### src/rtl/commit_retire_pkg.sv
// Shared types for the reorder buffer and the in-order retire stage.
package commit_retire_pkg;

    localparam int TAG_W    = 4;
    localparam int BUF_SIZE = 8;
    localparam int IDX_W    = (BUF_SIZE > 1) ? $clog2(BUF_SIZE) : 1;

    typedef logic [TAG_W-1:0] tag_t;
    typedef logic [IDX_W-1:0] index_t;

    typedef enum logic [1:0] {
        S_NOT_USED = 2'd0,
        S_ISSUED   = 2'd1,
        S_EXECUTED = 2'd2
    } e_state_t;

    typedef enum logic [1:0] {
        ALU    = 2'd0,
        BRANCH = 2'd1,
        LOAD   = 2'd2,
        STORE  = 2'd3
    } unit_t;

    typedef struct packed {
        e_state_t    e_state;
        tag_t        tag;
        unit_t       unit;
        logic [4:0]  dest;
        logic [31:0] result;
        logic [31:0] vk;
    } entry_t;

    typedef enum logic {
        IDLE       = 1'b0,
        STORE_WAIT = 1'b1
    } commit_state_t;

    // Tag arithmetic wraps at 2^TAG_W, matching dispatch.
    function automatic tag_t tag_next(input tag_t tag, input logic [1:0] n);
        return tag + tag_t'(n);
    endfunction

endpackage

### src/rtl/commit_finder.sv
// Locates the two oldest outstanding tags (next_tag, next_tag+1) in the buffer.
module commit_finder
    import commit_retire_pkg::*;
(
    input  entry_t entries  [BUF_SIZE],
    input  tag_t   next_tag,
    output logic   found    [2],
    output logic   ready    [2],
    output logic   is_store [2],
    output index_t index    [2],
    output entry_t slot     [2],
    output logic   empty
);

    // Tags are unique among live entries, so at most one slot matches each target.
    always_comb begin
        // NOTE: every output is defaulted before the search so no path leaves one unassigned (no latch).
        empty = 1'b1;
        for (int k = 0; k < 2; k++) begin
            found[k]    = 1'b0;
            ready[k]    = 1'b0;
            is_store[k] = 1'b0;
            index[k]    = '0;
            slot[k]     = '0;
        end
        for (int i = 0; i < BUF_SIZE; i++) begin
            if (entries[i].e_state != S_NOT_USED) begin
                empty = 1'b0;
                for (int k = 0; k < 2; k++) begin
                    if (entries[i].tag == tag_next(next_tag, 2'(k))) begin
                        found[k]    = 1'b1;
                        ready[k]    = (entries[i].e_state == S_EXECUTED);
                        is_store[k] = (entries[i].unit == STORE);
                        index[k]    = index_t'(i);
                        slot[k]     = entries[i];
                    end
                end
            end
        end
    end

endmodule

### src/rtl/commit_retire.sv
// In-order retire stage: retires executed buffer entries in tag order, writes
// results to the register file, drains stores to memory and frees slots.
// Optional COMMIT_DUAL_RETIRE_EN: allows two non-store retires per cycle;
// when undefined, at most one entry retires per cycle.
module commit_retire
    import commit_retire_pkg::*;
(
    input  logic        clk,
    input  logic        reset,
    input  entry_t      entries    [BUF_SIZE],
    output logic        reg_we     [2],
    output logic [4:0]  reg_waddr  [2],
    output logic [31:0] reg_wdata  [2],
    output logic        free_valid [2],
    output index_t      free_index [2],
    output logic        mem_req,
    output logic [31:0] mem_addr,
    output logic [31:0] mem_wdata,
    input  logic        mem_ack,
    output logic        store_retired,
    output tag_t        next_tag
);

    logic          found    [2];
    logic          ready    [2];
    logic          is_store [2];
    index_t        index    [2];
    entry_t        slot     [2];
    logic          empty;
    logic          retire0;
    logic          retire1;
    logic          unused_fields;
    commit_state_t state;
    index_t        store_index;

    commit_finder u_finder (
        .entries  (entries),
        .next_tag (next_tag),
        .found    (found),
        .ready    (ready),
        .is_store (is_store),
        .index    (index),
        .slot     (slot),
        .empty    (empty)
    );

    // Oldest entry retires when executed and not a store; the second only rides along.
    assign retire0 = (state == IDLE) && found[0] && ready[0] && !is_store[0];
`ifdef COMMIT_DUAL_RETIRE_EN
    assign retire1 = retire0 && found[1] && ready[1] && !is_store[1];
    assign unused_fields = ^{slot[0].e_state, slot[0].tag, slot[0].unit,
                             slot[1].e_state, slot[1].tag, slot[1].unit};
`else
    assign retire1 = 1'b0;
    assign unused_fields = ^{slot[0].e_state, slot[0].tag, slot[0].unit,
                             slot[1], found[1], ready[1], is_store[1], index[1]};
`endif

    // Retire FSM with registered strobes; one store is outstanding at a time.
    always_ff @(posedge clk) begin
        if (reset) begin
            state         <= IDLE;
            next_tag      <= '0;
            mem_req       <= 1'b0;
            mem_addr      <= '0;
            mem_wdata     <= '0;
            store_retired <= 1'b0;
            store_index   <= '0;
            for (int k = 0; k < 2; k++) begin
                reg_we[k]     <= 1'b0;
                reg_waddr[k]  <= '0;
                reg_wdata[k]  <= '0;
                free_valid[k] <= 1'b0;
                free_index[k] <= '0;
            end
        end else begin
            // NOTE: non-blocking throughout so every strobe reflects pre-edge state.
            store_retired <= 1'b0;
            for (int k = 0; k < 2; k++) begin
                reg_we[k]     <= 1'b0;
                free_valid[k] <= 1'b0;
            end
            case (state)
                IDLE: begin
                    if (empty) begin
                        // Dispatch restarts tags at 0 on an empty buffer.
                        next_tag <= '0;
                    end else if (found[0] && ready[0] && is_store[0]) begin
                        mem_req     <= 1'b1;
                        mem_addr    <= slot[0].result;
                        mem_wdata   <= slot[0].vk;
                        store_index <= index[0];
                        state       <= STORE_WAIT;
                    end else if (retire0) begin
                        reg_we[0]     <= (slot[0].dest != 5'd0);
                        reg_waddr[0]  <= slot[0].dest;
                        reg_wdata[0]  <= slot[0].result;
                        free_valid[0] <= 1'b1;
                        free_index[0] <= index[0];
                        if (retire1) begin
                            reg_we[1]     <= (slot[1].dest != 5'd0);
                            reg_waddr[1]  <= slot[1].dest;
                            reg_wdata[1]  <= slot[1].result;
                            free_valid[1] <= 1'b1;
                            free_index[1] <= index[1];
                        end
                        next_tag <= tag_next(next_tag, retire1 ? 2'd2 : 2'd1);
                    end
                end
                STORE_WAIT: begin
                    if (mem_ack) begin
                        mem_req       <= 1'b0;
                        store_retired <= 1'b1;
                        free_valid[0] <= 1'b1;
                        free_index[0] <= store_index;
                        next_tag      <= tag_next(next_tag, 2'd1);
                        state         <= IDLE;
                    end
                end
                default: state <= IDLE;
            endcase
        end
    end

endmodule

### config.mk
export PLATFORM = sky130hd
export DESIGN_NAME = commit_retire
export DESIGN_NICKNAME = d
export VERILOG_FILES = /design/src/rtl/commit_retire_pkg.sv /design/src/rtl/commit_finder.sv /design/src/rtl/commit_retire.sv
export SDC_FILE = /design/constraint.sdc
export NUM_CORES = 1
export LEC_CHECK = 0
export BUFFER_PORTS_ARGS = -buffer_cell sky130_fd_sc_hd__buf_2
export CAP_MARGIN = 20
export CORE_AREA = 2 2 302 304
export CTS_BUF_LIST = sky130_fd_sc_hd__clkbuf_4 sky130_fd_sc_hd__clkbuf_8
export DETAILED_ROUTE_END_ITERATION = 8
export DIE_AREA = 0 0 304 306
export HOLD_SLACK_MARGIN = 0.05
export MAX_ROUTING_LAYER = met4
export SYNTH_ARGS = -nofsm -noshare
export SYNTH_HDL_FRONTEND = slang
export SYNTH_HIERARCHICAL = 1
export SYNTH_SLANG_ARGS = --single-unit
### constraint.sdc
create_clock -name clk -period 5.6 [get_ports clk]
set_input_delay 1.12 -clock clk [delete_from_list [all_inputs] [get_ports clk]]
set_output_delay 1.12 -clock clk [all_outputs]
set_load 0.1 [all_outputs]
# --- Word level (Yosys, flattened, before mapping) ---
# Cells that the tools add are included.
classes:
  n_addsub: 1
  n_eq_ne: 39
  mux: 148
  n_bitwise: 4
  reduce_logical: 23
ops:
  columns: ["cell", "n"]
  rows:
  - ["$mux 146", 8]
  - ["$mux 77", 8]
  - ["$mux 69", 8]
  - ["$mux 1", 65]
  - ["$eq 4x4->1", 16]
  - ["$mux 6", 10]
  - ["$mux 2", 27]
  - ["$mux 3", 13]
  - ["$eq 2x2->1 const B", 16]
  - ["$mux 4", 4]
  - ["$reduce_bool 2->1", 8]
  - ["$reduce_and 3->1", 3]
  - ["$ne 2x2->1 const B", 4]
  - ["$pmux 4 s2", 1]
  - ["$reduce_and 4->1", 2]
  - ["$ne 3x3->1 const B", 2]
  - ["$pmux 1 s2", 3]
  - ["$pmux 3 s2", 1]
  - ["$logic_and 1x1->1", 5]
  - ["$reduce_bool 5->1", 1]
  - ["$reduce_or 5->1", 1]
  - ["$add 4x1->4 const B", 1]
  - ["$not 1->1", 4]
  - ["$reduce_or 4->1", 1]
  - ["other kinds (3)", 3]
word_totals:
  ff_bits: 118
  in_bits: 619

# --- Logic depth before layout (Yosys ltp) ---
# Gate-level depths: netlist (run 1).
depth:
  depth_word: 25
  ltp_mapped: 17

# --- Hierarchy ---
# The synthesis (run 1) kept the hierarchy.
modules_own_cells:
  columns: ["mod", "n_inst", "cells_per_inst", "area_per_inst_um2", "seq_area_each_um2"]
  rows:
  - ["commit_finder", 1, 1857, 11832.6, 0.0]
  - ["commit_retire", 1, 552, 4429.2, 2322.2]

# --- Worst setup path after synthesis (run 1) ---
# Ideal clock, no wire load.
synth_path:
  kind: "register to register"
  startpoint: "register next_tag[2]"
  endpoint: "register mem_addr[0]"
  setup_ns: 0.132
  arrival_time_ns: 4.063
  required_time_ns: 5.468
  setup_slack_ns: 1.405
  path_stages_with_launch: 16
  synth_period_minus_slack_ns: 4.195
  cell_sequence: "dfxtp_1 buf_6 buf_6 xor2_1 or4b_4 nor2_1 buf_2 a31oi_1 a22o_1 a31oi_1 or4b_1 buf_2 buf_6 buf_6 nand2_1 a21oi_1"
synth_lines:
  columns: ["item", "line_no", "source"]
  rows:
  - ["start: declaration", "commit_retire.sv:21", "output tag_t next_tag"]
  - ["start signal: assignment", "commit_retire.sv:107", "next_tag <= tag_next(next_tag, retire1 ? 2'd2 : 2'd1);"]
  - ["start signal: assignment", "commit_retire.sv:116", "next_tag <= tag_next(next_tag, 2'd1);"]
  - ["end signal: assignment", "commit_retire.sv:90", "mem_addr <= slot[0].result;"]
  - ["end: declaration", "commit_retire.sv:17", "output logic [31:0] mem_addr,"]

==> results.env, run 1 <==
GRT_UTIL_ALL_LAYERS_PCT=17.8
POWER.STATIC_LEAKAGE_nW=6.05
STATUS='finished clean'
DIEHEIGHT_UM=306
CLOCK_SINKS=116
WORST_CLOCK_SKEW_ON_THE_FINAL_LAYOUT_NS=0.00925
GRT_ANTENNA_BEFORE_REPAIR=74
SYNTH.CELL_AREA_UM2=9500
GLOBAL_ROUTE.OVERFLOW_TOTAL=0
TIMING.FINAL.CRIT_SHARE_PCT=76.1
FINALSETUPVIOLCOUNT=0
END_KIND='flop'
SYNTH.AVG_CELL_AREA_UM2=7.11
GRT_FIRST_PASS_WIRELENGTH_UM=111000
FINAL_MAX_SLEW_VIOL_COUNT=0
PWR_DENSITY_CELL_nW_PER_UM2=190
FIRST_GLOBAL_VIAS=13500
FIN_WS_NS=1.34
CTS-BUFFERS-INSERTED=17
DRT.ANTENNA.VIOLATING_NETS=0
POST-ROUTE-DRC-COUNT=0
START_KIND='flop'
FMAX_MHz=235
COREAREA_UM2=89600
HTREEDEPTH=4
CAP_VIOL_MAX_COUNT=0
ROUTE.VIAS.TOTAL=14200
WIRE_PER_INST_UM=26.6
CRITICAL_PATH_PEAK_FANOUT=56
PROPORTION_OF_LAYOUT_CELLS_WITH_A_DRIVE_SUFFIX_ABOVE_1_PCT=41.6
CTS_TREE='yes'
FINALHOLDVIOLATIONS=0
FINALWEIGHTEDCONGESTION=0.862
DIE_WIDTH_UM=304
SYN_INST=1337
CTS_HOLD_BUFFERS=0
DR.PASS1.ITERS=6
YS.WARNINGS.COUNT=6
DESIGN.FINAL.NETS=2577
ARRIVAL_NS=4.62
SLEW_AT_THE_PIN_CLOSEST_TO_ITS_MAX_SLEW_LIMIT_NS=1.05
WORST-ENDPOINT-REQUIRED_NS=5.96
CTS-ROOT-TO-SINK-BUFFERS=2
CRIT_PATH_KIND='flop to flop'
FILLER_CELL_COUNT=10500
DESIGN.PORTCOUNT=773
BUFFER_PORTS.INSERTED=730
DP_SLACK_NS=0.970
CLOCK-ROOT-BUFFER='sky130_fd_sc_hd__clkbuf_8'
WORST_SETUP_HOLD_PATH_CLK_SLEW_NS=0.08
RSZ_0062_RAISED_AFTER_GLOBAL_ROUTING='no'
DETAIL_ROUTE.VIAS_PER_CELL=4.46
POST_CTS_BUFFERS=0
AREA_DELTA_SYNTH_FINAL_PCT=53.0
TIMING.HOLD.WS_NS=0.455
DRT_ITER0_MARKERS=1484
DIEAREA_UM2=93000
INITIAL_CORE_UTIL_PCT=10.6
NORMALIZED_MAX_SLEW_MARGIN_PCT=29.7
POSTCTSRESIZEDCELLS=0
SETUP_TNS_NS=0
PLACEMENT_ROWS=110
HP-CLASS='flop to flop'
GRT_START_MAX_NET_PINS=70
POWER.IR.VDD_WORST_mV=0.151
POST-DP-HPWL_UM=70800
CLOCK_INSERTION_DELAY_AT_THE_LATER_PIN_OF_THE_SKEW_REPORT_NS=0.51
ROUTE.FINAL.WIRE_LENGTH_UM=84400
TIMING.FINAL.CRIT_PERIOD_NS=4.26
-- stage by stage --
step	cells	cell area [um^2]	utilization [%]	power (mW)
floorplan	1378	9660	-	1.44
global placement	3114	14100	15.7	1.91
detailed placement	3114	14100	15.7	1.91
CTS	3146	14500	16.1	2.80
global route	3173	14500	16.2	2.88
finish	3177	14500	16.2	2.76
-- critical path, cell delays in order (launching register included) --
cell	delay, ns
sky130_fd_sc_hd__dfxtp_1	0.82
sky130_fd_sc_hd__xnor2_1	0.20
sky130_fd_sc_hd__nand4b_1	0.20
sky130_fd_sc_hd__nor2_4	0.19
sky130_fd_sc_hd__buf_4	0.30
sky130_fd_sc_hd__nand4_1	0.15
sky130_fd_sc_hd__a22o_1	0.22
sky130_fd_sc_hd__a31oi_1	0.65
sky130_fd_sc_hd__or4b_4	0.86
sky130_fd_sc_hd__buf_4	0.31
sky130_fd_sc_hd__nand2_1	0.06
sky130_fd_sc_hd__a21oi_1	0.06
-- cells in the final DEF, fill, tap and decap left out, types with 2 or more instances in the layout --
cell type and n:
sky130_fd_sc_hd__buf_2 729, sky130_fd_sc_hd__nand2_1 220, sky130_fd_sc_hd__a21oi_1 178, sky130_fd_sc_hd__nor2_1 162, sky130_fd_sc_hd__a221oi_1 138, sky130_fd_sc_hd__dfxtp_1 116
sky130_fd_sc_hd__o31a_1 71, sky130_fd_sc_hd__o22ai_1 70, sky130_fd_sc_hd__o221ai_1 70, sky130_fd_sc_hd__conb_1 42, sky130_fd_sc_hd__buf_4 35, sky130_fd_sc_hd__diode_2 31
sky130_fd_sc_hd__clkbuf_8 19, sky130_fd_sc_hd__xnor2_1 16, sky130_fd_sc_hd__xor2_1 15, sky130_fd_sc_hd__inv_6 5, sky130_fd_sc_hd__nor2_4 5, sky130_fd_sc_hd__a211oi_1 4
sky130_fd_sc_hd__nand3_1 4, sky130_fd_sc_hd__nand4_1 4, sky130_fd_sc_hd__nor4_1 3, sky130_fd_sc_hd__a31oi_1 3, sky130_fd_sc_hd__mux2i_1 3, sky130_fd_sc_hd__clkinvlp_4 3
sky130_fd_sc_hd__nand4b_1 3, sky130_fd_sc_hd__o21ai_0 3, sky130_fd_sc_hd__nor4b_4 2, sky130_fd_sc_hd__or4b_4 2, sky130_fd_sc_hd__inv_1 2, sky130_fd_sc_hd__nand2b_1 2
sky130_fd_sc_hd__o31ai_1 2, sky130_fd_sc_hd__or4_1 2, sky130_fd_sc_hd__bufinv_16 2, sky130_fd_sc_hd__clkinv_2 2, sky130_fd_sc_hd__or2_2 2, sky130_fd_sc_hd__and2_1 2
sky130_fd_sc_hd__and2_4 2, sky130_fd_sc_hd__nand2b_4 2, sky130_fd_sc_hd__a2111oi_0 2
-- sequential cells by signal (all words and copies together), names as in the netlist --
register and flops:
mem_addr 32, mem_wdata 32, reg_wdata 32, reg_waddr 5, next_tag 4, free_index 3
store_index 3, free_valid 1, mem_req 1, reg_we 1, state 1, store_retired 1
-- report_power, final --
part           internal [mW]  switching (mW)  leakage [nW]  total [mW]
sequential             0.837          0.0113         0.935       0.849
clock                  0.424           0.440         0.200       0.863
combinational          0.339           0.708          4.91        1.05
total                   1.60            1.16          6.05        2.76
-- worst paths after layout --
check,start,end,depth (start not counted),slack (ns)
setup reg to reg,next_tag[3],mem_wdata[28],11,1.34
hold / removal,mem_wdata[23],mem_wdata[23],2,0.46
setup / recovery,next_tag[3],mem_wdata[28],11,1.34
hold reg to reg,mem_wdata[23],mem_wdata[23],2,0.46
-- area by class of cell --
cell class	instances	area, um^2	share of cell area (%)
Antenna cell	31	77.6	0.534
Clock buffer	19	262	1.80
Clock inverter	13	145	0.999
Inverter	2	7.51	0.0516
Multi-Input combinational cell	1056	6340	43.6
Sequential cell	116	2320	16.0
Tap cell	1176	1470	10.1
Timing Repair Buffer	764	3910	26.9
-- routing by layer --
metal	wire [um]	GRT usage [%]	share of wire [%]
met1	36100	22.0	43
met5	0	-	0
met2	38800	28.8	46
met3	6520	3.66	7.7
met4	2950	5.92	3.5
(Power assumes the default switching activity.)
==> inputs of run 2 (changes only) <==
- CORE_AREA: 2 2 302 304 -> 2 2 303 305
- DIE_AREA: 0 0 304 306 -> 0 0 305 307
- clock period: 5.6 -> 3.7 ns (I/O delays scaled with it)
==> run 2 against run 1 <==
Effect of this change:
- hold slack hardly changed
- highest routed layer unchanged
- first-iteration DRC count is 8.0% higher
- clock-buffer cell count is 1 lower
- core utilization is 0.28 points higher
- combinational power is 58% higher
- clock skew is 0.0011 ns higher
- register-to-register slack worse by 1.1 ns
- via count is 0.32% lower
- non-clock buffer count is 42 higher
- final cell count is 1.7% higher
- critical path type unchanged
- fmax is 24% higher
==> results.env, run 2 (same netlist as run 1, synthesis figures left out) <==
STATUS='finished clean'
FINAL_MAX_SLEW_VIOL_COUNT=0  # unchanged
R2R_SETUP_SLACK_NS=0.28  # -1.06 ns
RSZ_0062_RAISED_AFTER_GLOBAL_ROUTING='no'
LARGEST_REGISTERS='mem_addr: 32 flops, mem_wdata: 32 flops, reg_wdata: 32 flops'
COREAREA_UM2=90700  # +1.2%
CRITICAL_PATH_PEAK_FANOUT=58  # +3.6%
DIEHEIGHT_UM=307  # +0.33%
CRIT_PATH_KIND='flop to flop'
PLACEMENT_ROWS=111  # +0.91%
GRT_ANTENNA_BEFORE_REPAIR=81  # +9.5%
TIMING.FINAL.CRIT_SHARE_PCT=92.5  # +16 points
DR.PASS1.ITERS=6  # unchanged
PROPORTION_OF_LAYOUT_CELLS_WITH_A_DRIVE_SUFFIX_ABOVE_1_PCT=43.0  # +1.4 points
WORST_CLOCK_SKEW_ON_THE_FINAL_LAYOUT_NS=0.0104  # +0.00112 ns
ROUTE.FINAL.WIRE_LENGTH_UM=83300  # -1.2%
POST-DP-HPWL_UM=69900  # -1.3%
DIE_WIDTH_UM=305  # +0.33%
CLOCK-ROOT-BUFFER='sky130_fd_sc_hd__clkbuf_8'
FMAX_MHz=292  # +24%
WORST-ENDPOINT-REQUIRED_NS=4.07  # -1.89 ns
START_KIND='flop'
DESIGN.PORTCOUNT=773  # unchanged
GRT_FIRST_PASS_WIRELENGTH_UM=110000  # -0.96%
DETAIL_ROUTE.VIAS_PER_CELL=4.38  # -2.0%
PWR-SHARE-SEQ_PCT=31.4  # +0.6 points
CLOCK_SINKS=116  # unchanged
CTS-BUFFERS-INSERTED=17  # unchanged
COMBPWRFRAC_PCT=40.5  # +2.6 points
CLOCK_INSERTION_DELAY_AT_THE_LATER_PIN_OF_THE_SKEW_REPORT_NS=0.52  # about the same
GLOBAL_ROUTE.OVERFLOW_TOTAL=0  # unchanged
CTS-ROOT-TO-SINK-BUFFERS=2  # unchanged
POSTLAYOUTCELLAREA_UM2=15000  # +2.9%
NET-SWITCHING-POWER_mW=1.76  # +52%
PLACED_AREA_UM2=14500  # +3.5%
P_INT_mW=2.33  # +46%
ROUTE.VIAS.TOTAL=14100  # -0.32%
CAP_VIOL_MAX_COUNT=0  # unchanged
WORST_SETUP_HOLD_PATH_CLK_SLEW_NS=0.08  # about the same
LAYOUTNONFILLERINSTCOUNT=3230  # +1.7%
HP-CLASS='flop to flop'
BUFFER_PORTS.INSERTED=730  # unchanged
SEQ_CELL_AREA_UM2=2330  # +0.43%
SHARE_CLK_OF_TOTAL_POWER_PCT=28.1  # -3.2 points
AREA_DELTA_SYNTH_FINAL_PCT=57.5
POST-ROUTE-DRC-COUNT=0  # unchanged
SLEW_AT_THE_PIN_CLOSEST_TO_ITS_MAX_SLEW_LIMIT_NS=0.815  # -0.240 ns
DESIGN.FINAL.NETS=2619  # +1.6%
DRT.ANTENNA.VIOLATING_NETS=0  # unchanged
WIRE_PER_INST_UM=25.8  # -2.8%
PWR_DENSITY_CELL_nW_PER_UM2=273  # +44%
FILLER_CELL_COUNT=10500  # +0.33%
FIRST_GLOBAL_VIAS=13500  # -0.21%
FINALWEIGHTEDCONGESTION=0.901  # +4.5%
MOSTFREQUENTLAYOUTCELL='sky130_fd_sc_hd__buf_2'
SWITCHING_SHARE_PCT=43.0  # +1.0 points
FINALSETUPVIOLCOUNT=0  # unchanged
CTS_TREE='yes'
FINAL_CELL_MIX='729 x sky130_fd_sc_hd__buf_2, 220 x sky130_fd_sc_hd__nand2_1, 178 x sky130_fd_sc_hd__a21oi_1'
POWER.IR.VDD_WORST_mV=0.228  # +51%
GRT_START_MAX_NET_PINS=76  # +8.6%
POWER.STATIC_LEAKAGE_nW=6.28  # +3.8%
GRT_UTIL_ALL_LAYERS_PCT=17.5  # -0.32 points
INITIAL_CORE_UTIL_PCT=10.5  # -0.13 points
DIEAREA_UM2=93600  # +0.66%
END_KIND='flop'
TIMING.FINAL.CRIT_PERIOD_NS=3.42  # -0.837 ns
FINALHOLDVIOLATIONS=0  # unchanged
ARRIVAL_NS=3.80  # -0.82 ns
HTREEDEPTH=4  # unchanged
MULTI_INPUT_AREA_UM2=6340  # unchanged
NORMALIZED_MAX_SLEW_MARGIN_PCT=45.7  # +16 points
DRT_ITER0_MARKERS=1603  # +8.0%
POST-PLACE-CELLS=3166  # +1.7%
==> run 2: metal layers <==
metal	share of wire [%]	routed length [um]	global-route usage (%)
met5	0	0	-
met4	3.6	2990	5.81
met3	7.3	6100	3.85
met2	47	38900	28.8
met1	42	35300	21.1
==> run 2: per-stage QoR <==
stage	hold WS (ns)	TNS, ns	util (%)	setup slack [ns]	power [mW]
after detailed placement	0.444	-0.357	16.0	-0.0328	2.97
final	0.455	0	16.5	0.277	4.09
after global routing	0.474	0	16.5	0.00770	4.29
after floorplan	0.436	0	-	0.000278	2.19
after global placement	0.439	0	16.0	0.0316	2.96
after CTS	0.455	0	16.4	0.252	4.14
==> run 2: layout make-up <==
type,count,area share [%]
antenna,32,0.535
clock buffer,18,1.61
clock inverter,14,0.686
inverter,2,0.0502
multi-input combinational,1056,42.4
sequential,116,15.6
tap,1186,9.92
timing repair buffer,806,29.2
==> run 2: worst paths after layout <==
kind	from	end	cells past startpoint
worst max register to register	next_tag[0]	mem_addr[23]	11
worst min register to register	reg_wdata[38]	reg_wdata[38]	2
worst max-delay path	next_tag[0]	mem_addr[23]	11
worst min-delay path	reg_wdata[38]	reg_wdata[38]	2
==> run 2: power groups by stage <==
stage	Sequential [mW]	Combinational (mW)	Clock (mW)
after floorplan	1.45	0.738	0
after global placement	1.31	1.65	0
after detailed placement	1.31	1.65	0
after CTS	1.28	1.66	1.20
after global routing	1.29	1.76	1.24
final	1.28	1.66	1.15
==> run 2: worst max-delay path, stage by stage, from the launching register on <==
cell and delay [ns]:
sky130_fd_sc_hd__dfxtp_2 0.54, sky130_fd_sc_hd__xor2_1 0.11, sky130_fd_sc_hd__or4_1 0.54, sky130_fd_sc_hd__nand2b_4 0.18
sky130_fd_sc_hd__o311a_1 0.11, sky130_fd_sc_hd__a2111oi_0 0.34, sky130_fd_sc_hd__o31a_1 0.25, sky130_fd_sc_hd__nand2_2 0.13
sky130_fd_sc_hd__or4b_4 0.56, sky130_fd_sc_hd__buf_12 0.19, sky130_fd_sc_hd__nand2_1 0.15, sky130_fd_sc_hd__a21oi_1 0.07
==> run 2: what timing repair did <==
item	in CTS	in global routing
gates resized for setup	0	1
setup endpoints to repair	0	60
buffers inserted	0	0
hold buffers	0	0
